### src/rtl/rr_mux_pkg.sv
// rr_mux_pkg
//   Shared defaults and helpers for the rr_mux_pipe block.
//   DEF_WIDTH  : default data width per channel
//   DEF_NUM_IN : default number of input channels
//   sel_w()    : channel index width for a given channel count
package rr_mux_pkg;

    localparam int DEF_WIDTH  = 32;
    localparam int DEF_NUM_IN = 4;

    // A single-channel mux still needs a 1-bit index to keep port widths legal.
    function automatic int sel_w(input int num_in);
        return (num_in > 1) ? $clog2(num_in) : 1;
    endfunction

endpackage

### src/rtl/rr_mux_pipe_arbiter.sv
// rr_arbiter
//   Combinational round-robin grant. Priority starts at ptr+1 and wraps
//   modulo NUM_IN; the first requesting channel wins. With no request the
//   grant defaults to ptr+1.
//   Ports:
//     req   : per-channel request (in_valid)
//     ptr   : last granted channel
//     grant : granted channel index
//   Only instantiated by rr_mux_pipe when RR_MUX_RR_ARB_EN is defined.
module rr_arbiter
    import rr_mux_pkg::*;
#(
    parameter int NUM_IN = DEF_NUM_IN,
    parameter int SEL_W  = sel_w(NUM_IN)
) (
    input  logic [NUM_IN-1:0] req,
    input  logic [SEL_W-1:0]  ptr,
    output logic [SEL_W-1:0]  grant
);

    logic [SEL_W-1:0] w_idx;

    // Walk from the lowest priority (ptr itself) up to the highest (ptr+1)
    // so the last hit written is the highest-priority requester. NUM_IN is a
    // power of two, so index wrap is plain SEL_W-bit overflow.
    always_comb begin
        grant = ptr + SEL_W'(1);
        w_idx = '0;
        for (int i = NUM_IN; i >= 1; i--) begin
            w_idx = ptr + SEL_W'(i);
            if (req[w_idx]) begin
                grant = w_idx;
            end
        end
    end

endmodule

### src/rtl/rr_mux_pipe.sv
// rr_mux_pipe
//   N:1 multiplexer with a single registered output stage and valid/ready
//   handshakes on both sides. One channel is granted per cycle; the granted
//   channel sees in_ready whenever the output register is empty or being
//   drained on the same edge, giving one word per cycle sustained.
//
//   Configuration macro: RR_MUX_RR_ARB_EN
//     defined   : round-robin grant via rr_arbiter, sel ignored
//     undefined : grant is the fixed sel input
//
//   Ports:
//     clk       : clock, rising edge
//     rst_n     : asynchronous active-low reset
//     in_data   : NUM_IN packed channels, channel k at [k*WIDTH +: WIDTH]
//     in_valid  : per-channel valid
//     in_ready  : per-channel accept (one-hot or zero)
//     sel       : fixed channel select (non round-robin build only)
//     out_data  : registered selected word
//     out_valid : out_data holds an unconsumed word
//     out_ready : downstream accept
//     out_src   : channel index out_data came from
module rr_mux_pipe
    import rr_mux_pkg::*;
#(
    parameter int WIDTH  = DEF_WIDTH,
    parameter int NUM_IN = DEF_NUM_IN,
    parameter int SEL_W  = sel_w(NUM_IN)
) (
    input  logic                    clk,
    input  logic                    rst_n,
    input  logic [NUM_IN*WIDTH-1:0] in_data,
    input  logic [NUM_IN-1:0]       in_valid,
    output logic [NUM_IN-1:0]       in_ready,
    input  logic [SEL_W-1:0]        sel,
    output logic [WIDTH-1:0]        out_data,
    output logic                    out_valid,
    input  logic                    out_ready,
    output logic [SEL_W-1:0]        out_src
);

    logic [WIDTH-1:0]  r_out_data;
    logic              r_out_valid;
    logic [SEL_W-1:0]  r_out_src;

    logic [SEL_W-1:0]  w_grant;
    logic              w_accept;
    logic              w_in_xfer;
    logic [NUM_IN-1:0] w_onehot;

`ifdef RR_MUX_RR_ARB_EN
    logic [SEL_W-1:0]  r_ptr;
    logic              w_unused_sel;

    assign w_unused_sel = ^sel;

    rr_arbiter #(
        .NUM_IN (NUM_IN),
        .SEL_W  (SEL_W)
    ) u_arb (
        .req    (in_valid),
        .ptr    (r_ptr),
        .grant  (w_grant)
    );

    // Reset value NUM_IN-1 makes channel 0 the first in priority order.
    // The pointer only moves on an accepted word so an idle or stalled
    // channel does not lose its turn.
    always_ff @(posedge clk or negedge rst_n) begin
        if (!rst_n) begin
            r_ptr <= SEL_W'(NUM_IN - 1);
        end else if (w_in_xfer) begin
            r_ptr <= w_grant;
        end
    end
`else
    assign w_grant = sel;
`endif

    // The register can take a new word if it is empty or drains this edge.
    // rst_n gates in_ready so nothing looks acceptable while in reset.
    assign w_accept  = rst_n && (!r_out_valid || out_ready);
    assign w_onehot  = NUM_IN'(1) << w_grant;
    assign in_ready  = w_accept ? w_onehot : '0;
    assign w_in_xfer = w_accept && in_valid[w_grant];

    always_ff @(posedge clk or negedge rst_n) begin
        if (!rst_n) begin
            r_out_valid <= 1'b0;
            r_out_data  <= '0;
            r_out_src   <= '0;
        end else if (w_in_xfer) begin
            r_out_valid <= 1'b1;
            r_out_data  <= in_data[w_grant*WIDTH +: WIDTH];
            r_out_src   <= w_grant;
        end else if (out_ready) begin
            r_out_valid <= 1'b0;
        end
    end

    assign out_data  = r_out_data;
    assign out_valid = r_out_valid;
    assign out_src   = r_out_src;

endmodule

### config.mk
export PLATFORM = sky130hd
export DESIGN_NAME = rr_mux_pipe
export DESIGN_NICKNAME = d
export VERILOG_FILES = /design/src/rtl/rr_mux_pkg.sv /design/src/rtl/rr_mux_pipe_arbiter.sv /design/src/rtl/rr_mux_pipe.sv
export SDC_FILE = /design/constraint.sdc
export NUM_CORES = 1
export LEC_CHECK = 0
export CAP_MARGIN = 40
export CORE_ASPECT_RATIO = 0.7
export CORE_MARGIN = 4
export CORE_UTILIZATION = 38
export CTS_BUF_LIST = sky130_fd_sc_hd__clkbuf_8
export DETAILED_ROUTE_END_ITERATION = 6
export HOLD_SLACK_MARGIN = 0.08
export PLACE_DENSITY = 0.89
export SYNTH_ARGS = -nofsm -noshare
export SYNTH_HDL_FRONTEND = slang
export SYNTH_HIERARCHICAL = 1
export SYNTH_SLANG_ARGS = --single-unit
### constraint.sdc
create_clock -name clk -period 3.3 [get_ports clk]
set_input_delay 0.66 -clock clk [delete_from_list [all_inputs] [get_ports clk]]
set_output_delay 0.66 -clock clk [all_outputs]
set_load 0.02 [all_outputs]
==> results.sh, run 1 <==
export IMPL_avgSynthCellArea_um2=18.21
export IMPL_critPathTopFamily="buffers and inverters"
export IMPL_path_class="input port to primary output"
export IMPL_cp_start_kind="input port"
export IMPL_htree_levels=2
export IMPL_core_area_um2=5813
export IMPL_fmax_mhz=341.7
export IMPL_max_slew_margin_pct=55.65
export IMPL_p_sw_uw=540.4
export IMPL_clkPwrFrac_pct=17.6
export IMPL_worst_pin_slew_ns=0.6653
export IMPL_antenna_found_initial=0
export IMPL_setup_viol=0
export IMPL_crit_slowest_cell="clkdlybuf4s50_1"
export IMPL_critPathLaunch="out_ready"
export IMPL_grt_pass1_vias=2167
export IMPL_yosysWarnings=6
export IMPL_hold_viol_final=0
export IMPL_critPathMostFrequentCell="clkdlybuf4s50_1"
export IMPL_cts_sinks=35
export IMPL_path_clk_slew_ns=0.07
export IMPL_dieArea_um2=7417
export IMPL_syn2layout_area_growth_pct=80.36
export IMPL_pin_count=176
export IMPL_gp_congestion=0.7602
export IMPL_maxCapViolCount=0
export IMPL_start_util_pct=39.78
export IMPL_vias_per_cell=5.042
export IMPL_cts_setup_buffers=0
export IMPL_num_nets_final=439
export IMPL_drive_gt1_share_pct=27.06
export IMPL_post_drt_wl_per_cell_um=17.64
export IMPL_p_comb_share_pct=49.0
export IMPL_drt_initial_drc_count=56
export IMPL_slew_viol_final=0
export IMPL_track_usage_pct=17.87
export IMPL_mostFrequentLayoutCells="clkdlybuf4s50_1, dfrtp_1, mux4_2"
export IMPL_syn_area_um2=2312
export IMPL_wirelength_mm=6.669
export IMPL_rsz0062_at_grt="no"
export IMPL_cts_buffer_depth=2
export IMPL_slowest_delay_ns=0.64
export IMPL_cts_resized=0
export IMPL_seq_area_frac_synth_pct=37.88
export IMPL_fin_worst_skew_ns=0.002519
export IMPL_hpwl_mm=5.538
export IMPL_root_buffer="clkbuf_8"
export IMPL_final_common_cell="clkdlybuf4s50_1"
export IMPL_hp_class="input port to asynchronous set/reset pin"
export IMPL_path_cells="clkdlybuf4s50_1 -> nand2b_1 -> nand2_1 -> nor3_1 -> clkdlybuf4s50_1"
export IMPL_post_route_drc_count=0
export IMPL_critical_path_buf_inv_count=2
export IMPL_intPower_uw=1305
export IMPL_cts_tree="yes"
export IMPL_synth_cell_types=19
export IMPL_synth_nets=264
export IMPL_cts_made_buffers=5
export IMPL_switching_share_pct=29.28
export IMPL_grt_pass1_wl_mm=10.18
export IMPL_grt_overflow_total=0
export IMPL_drt_pass1_iterations=4
export IMPL_p_leak_uw=0.001710
export IMPL_crit_arrival_ns=2.27
export IMPL_ir_worst_vdd_uv=178.8
export IMPL_cp_end_kind="primary output"
export IMPL_clkLatencyLatePin_ns=0.27
export IMPL_fin_crit_sh_pct=88.69
export IMPL_grt_max_degree=39
export IMPL_crit_required_ns=2.64
export IMPL_ys_ff_latch=35
export IMPL_syn_inst=127
export IMPL_die_y_um=73.27
export IMPL_cts_hold_buf=0
export IMPL_io_buffers=175
export IMPL_r2r_start="out_valid"
export IMPL_fin_setup_tns_ns=0
export IMPL_power_density_nw_per_um2=442.5
export IMPL_antennaDiodeCount=0
export IMPL_rows=23
export IMPL_whs_ns=0.4829
export IMPL_vias=1906
export IMPL_path_max_fanout=6
export IMPL_p_seq_share_pct=33.4
export IMPL_die_w_um=101.2
export IMPL_status="complete, no violations"
export IMPL_post_route_min_period_ns=2.927
export IMPL_drtAntennaViolNets=0
[metal layers]
metal  up-vias  routed length (um)  GRT usage, %
li1        869                   -             -
met1       922                2307         18.85
met2       111                3416         33.77
met3         4                 905         7.400
met4         0                  40         3.245
met5         -                   0             0
[final timing paths]
| kind | endpoint | slack, ns | cells after the start |
|---|---|---|---|
| setup / recovery | in_ready[2] | 0.37 | 5 |
| hold / removal | out_data[25] | 0.48 | 2 |
| setup reg to reg | out_data[9] | 1.49 | 3 |
| hold reg to reg | out_data[22] | 0.51 | 1 |
| max in group asynchronous | out_valid | 2.49 | 2 |
| min in group clk | out_data[22] | 0.51 | 1 |
[final cells by class]
type                    count  area (um2)
repair buffers            179        1767
well taps                  75       93.84
multi-input cells          80        1330
fillers                   387        1643
flip-flops and latches     35       875.8
inverters                   1       3.754
clock inverters             1       3.754
clock buffers               7       96.34
[logic make-up after synthesis]
kind of cell           after synthesis  share of synthesized area [%]
multiplexers                        68                          54.22
flip-flops                          35                          37.88
buffers and inverters               12                          4.599
AND/OR/NAND/NOR                     10                          2.544
AO/OA/AOI/OAI                        2                         0.7577
[Yosys cell counts, drive strengths merged]
master / n / area (um2)
a22o: 1 / 8.760
a31o: 1 / 8.760
buf: 9 / 95.09
clkbuf: 2 / 7.510
dfrtp: 35 / 875.8
inv: 1 / 3.750
mux2: 35 / 503.0
mux4: 33 / 750.7
nand2: 2 / 7.510
nand2b: 1 / 6.260
nand3: 3 / 27.53
nor2: 2 / 7.510
nor3: 2 / 10.01
[state kept, by name (all words and copies together), names as in the netlist]
register / flops
out_valid: 1
out_src: 2
out_data: 32
[power by group through the flow]
stage / Combinational, uW / Sequential, uW / Clock (uW)
4_1_cts: 917 / 619 / 338
2_1_floorplan: 304 / 770 / 0
3_5_place_dp: 915 / 624 / 0
3_3_place_gp: 903 / 622 / 0
5_1_grt: 950 / 636 / 358
6_report: 904 / 617 / 325
[metrics by stage]
step                instances  total power [uW]  setup slack [ns]  util, %  instance area [um2]
floorplan                 127              1074            0.8952        -                 2312
global placement          370              1525            0.4359    70.02                 4070
detailed placement        370              1539            0.3791    70.02                 4070
CTS                       378              1875            0.3780    71.74                 4170
global route              378              1944            0.2615    71.74                 4170
finish                    378              1845            0.3733    71.74                 4170
Power figures use the tool's default switching activity.
==> inputs of run 2 (changes only) <==
ABC_CLOCK_PERIOD_IN_PS = 3300   (was not set)
RECOVER_POWER = 50   (was not set)
==> run 2 against run 1 <==
  * Die area did not move
  * First-iteration DRC count fell by 11%
  * Maximum frequency did not move
  * Clock skew barely moved
  * Core utilization barely moved
  * Clock-buffer cell count did not move
  * Via count fell by 0.16%
  * Sequential power barely moved
  * Global-route usage did not move
  * Wire length fell by 0.18%
  * Combinational power fell by 2.7%
  * Critical endpoint unchanged
  * Largest power group unchanged
==> results.sh, run 2 (same netlist as run 1, synthesis figures left out) <==
export IMPL_critPathLaunch="out_ready"
export IMPL_cts_setup_buffers=0
export IMPL_rsz0062_at_grt="no"
export IMPL_power_density_nw_per_um2=436.2
export IMPL_max_slew_margin_pct=55.64
export IMPL_rows=23
export IMPL_syn2layout_area_growth_pct=80.30
export IMPL_vias_per_cell=5.034
export IMPL_hold_viol_final=0
export IMPL_grt_overflow_total=0
export IMPL_crit_arrival_ns=2.27
export IMPL_io_buffers=175
export IMPL_track_usage_pct=17.87
export IMPL_drtAntennaViolNets=0
export IMPL_setup_viol=0
export IMPL_core_area_um2=5813
export IMPL_r2r_slack_ns=1.49
export IMPL_vias=1903
export IMPL_cts_buffer_depth=2
export IMPL_clkLatencyLatePin_ns=0.27
export IMPL_antennaDiodeCount=0
export IMPL_hold_start="out_data[22]"
export IMPL_die_y_um=73.27
export IMPL_num_nets_final=439
export IMPL_hp_class="register to register"
export IMPL_start_util_pct=39.78
export IMPL_drt_pass1_iterations=4
export IMPL_fin_worst_skew_ns=0.002512
export IMPL_htree_levels=2
export IMPL_path_cells="clkdlybuf4s50_1 -> nand2b_1 -> nand2_1 -> nor3_1 -> clkdlybuf4s50_1"
export IMPL_root_buffer="clkbuf_8"
export IMPL_maxCapViolCount=0
export IMPL_cp_end_kind="primary output"
export IMPL_grt_pass1_vias=2167
export IMPL_wirelength_mm=6.657
export IMPL_drt_initial_drc_count=50
export IMPL_whs_ns=0.5005
export IMPL_cts_resized=0
export IMPL_die_w_um=101.2
export IMPL_nFillCells=388
export IMPL_largest_reg_flops=32
export IMPL_antenna_found_initial=0
export IMPL_post_route_min_period_ns=2.927
export IMPL_slew_viol_final=0
export IMPL_worst_pin_slew_ns=0.6655
export IMPL_grt_pass1_wl_mm=10.18
export IMPL_final_common_cell="clkdlybuf4s50_1"
export IMPL_dieArea_um2=7417
export IMPL_r2r_start="out_valid"
export IMPL_gp_congestion=0.7602
export IMPL_slowest_delay_ns=0.64
export IMPL_cts_hold_buf=0
export IMPL_critPathTopFamily="buffers and inverters"
export IMPL_drive_gt1_share_pct=26.73
export IMPL_crit_slowest_cell="clkdlybuf4s50_1"
export IMPL_cts_tree="yes"
export IMPL_power_uw=1818
export IMPL_path_class="input port to primary output"
export IMPL_pin_count=176
export IMPL_path_clk_slew_ns=0.06
export IMPL_critical_path_buf_inv_count=2
export IMPL_mostFrequentLayoutCells="clkdlybuf4s50_1, dfrtp_1, mux4_2"
export IMPL_crit_required_ns=2.64
export IMPL_fmax_mhz=341.7
export IMPL_status="complete, no violations"
export IMPL_cts_sinks=35
export IMPL_post_drt_wl_per_cell_um=17.61
export IMPL_post_route_drc_count=0
export IMPL_cp_start_kind="input port"
export IMPL_ir_worst_vdd_uv=178.1
export IMPL_fin_crit_sh_pct=88.69
export IMPL_hpwl_mm=5.538
export IMPL_cts_made_buffers=5
export IMPL_path_max_fanout=6
export IMPL_critPathMostFrequentCell="clkdlybuf4s50_1"
export IMPL_p_leak_uw=0.001714
export IMPL_grt_max_degree=39
export IMPL_fin_setup_tns_ns=0
==> run 2: cell types whose count changed in the layout (fill, tap and decap cells not counted), sizes merged <==
| cell | change |
|---|---|
| buf | -1 |
| clkbuf | +1 |
| clkdlybuf4s50 | -18 |
| dlygate4sd3 | +18 |
==> run 2: path summary, 6_finish.rpt <==
kind,depth (start not counted),to
setup / recovery,5,in_ready[2]
hold / removal,1,out_data[22]
setup reg to reg,3,out_data[9]
hold reg to reg,1,out_data[22]
max in group asynchronous,2,out_valid
min in group asynchronous,2,out_data[25]
==> run 2: power breakdown <==
part / internal, uW / switching, uW
sequential: 550 / 64.0
clock: 187 / 137
combinational: 544 / 336
==> run 2: metrics by stage <==
step	worst slack, ns	instance area (um2)	std cells	util, %
3_3_place_gp	0.4359	4070	370	70.02
4_1_cts	0.3780	4170	378	71.74
3_5_place_dp	0.3791	4070	370	70.02
2_1_floorplan	0.8952	2312	127	-
6_report	0.3733	4169	378	71.72
5_1_grt	0.2615	4169	378	71.72
==> run 2: cell type report <==
type / count / area, um2 / share of cell area [%]
inverters: 1 / 3.754 / 0.09004
multi-input cells: 80 / 1330 / 31.90
flip-flops and latches: 35 / 875.8 / 21.01
clock inverters: 1 / 3.754 / 0.09004
repair buffers: 179 / 1765 / 42.35
well taps: 75 / 93.84 / 2.251
clock buffers: 7 / 96.34 / 2.311
==> run 2: worst register-to-register path, delay by kind of cell, from the launching register on <==
kind,cells,cell delay (ns)
mux,1,0.51
flops,1,0.39
simple gates,2,0.79
==> run 2: per-layer routing <==
metal | global-route usage [%] | share of wire [%] | vias to the layer above
met5 | 0 | 0 | -
met2 | 33.77 | 51 | 111
met4 | 3.245 | 0.60 | 0
met3 | 7.400 | 14 | 4
li1 | - | - | 870
met1 | 18.85 | 35 | 918
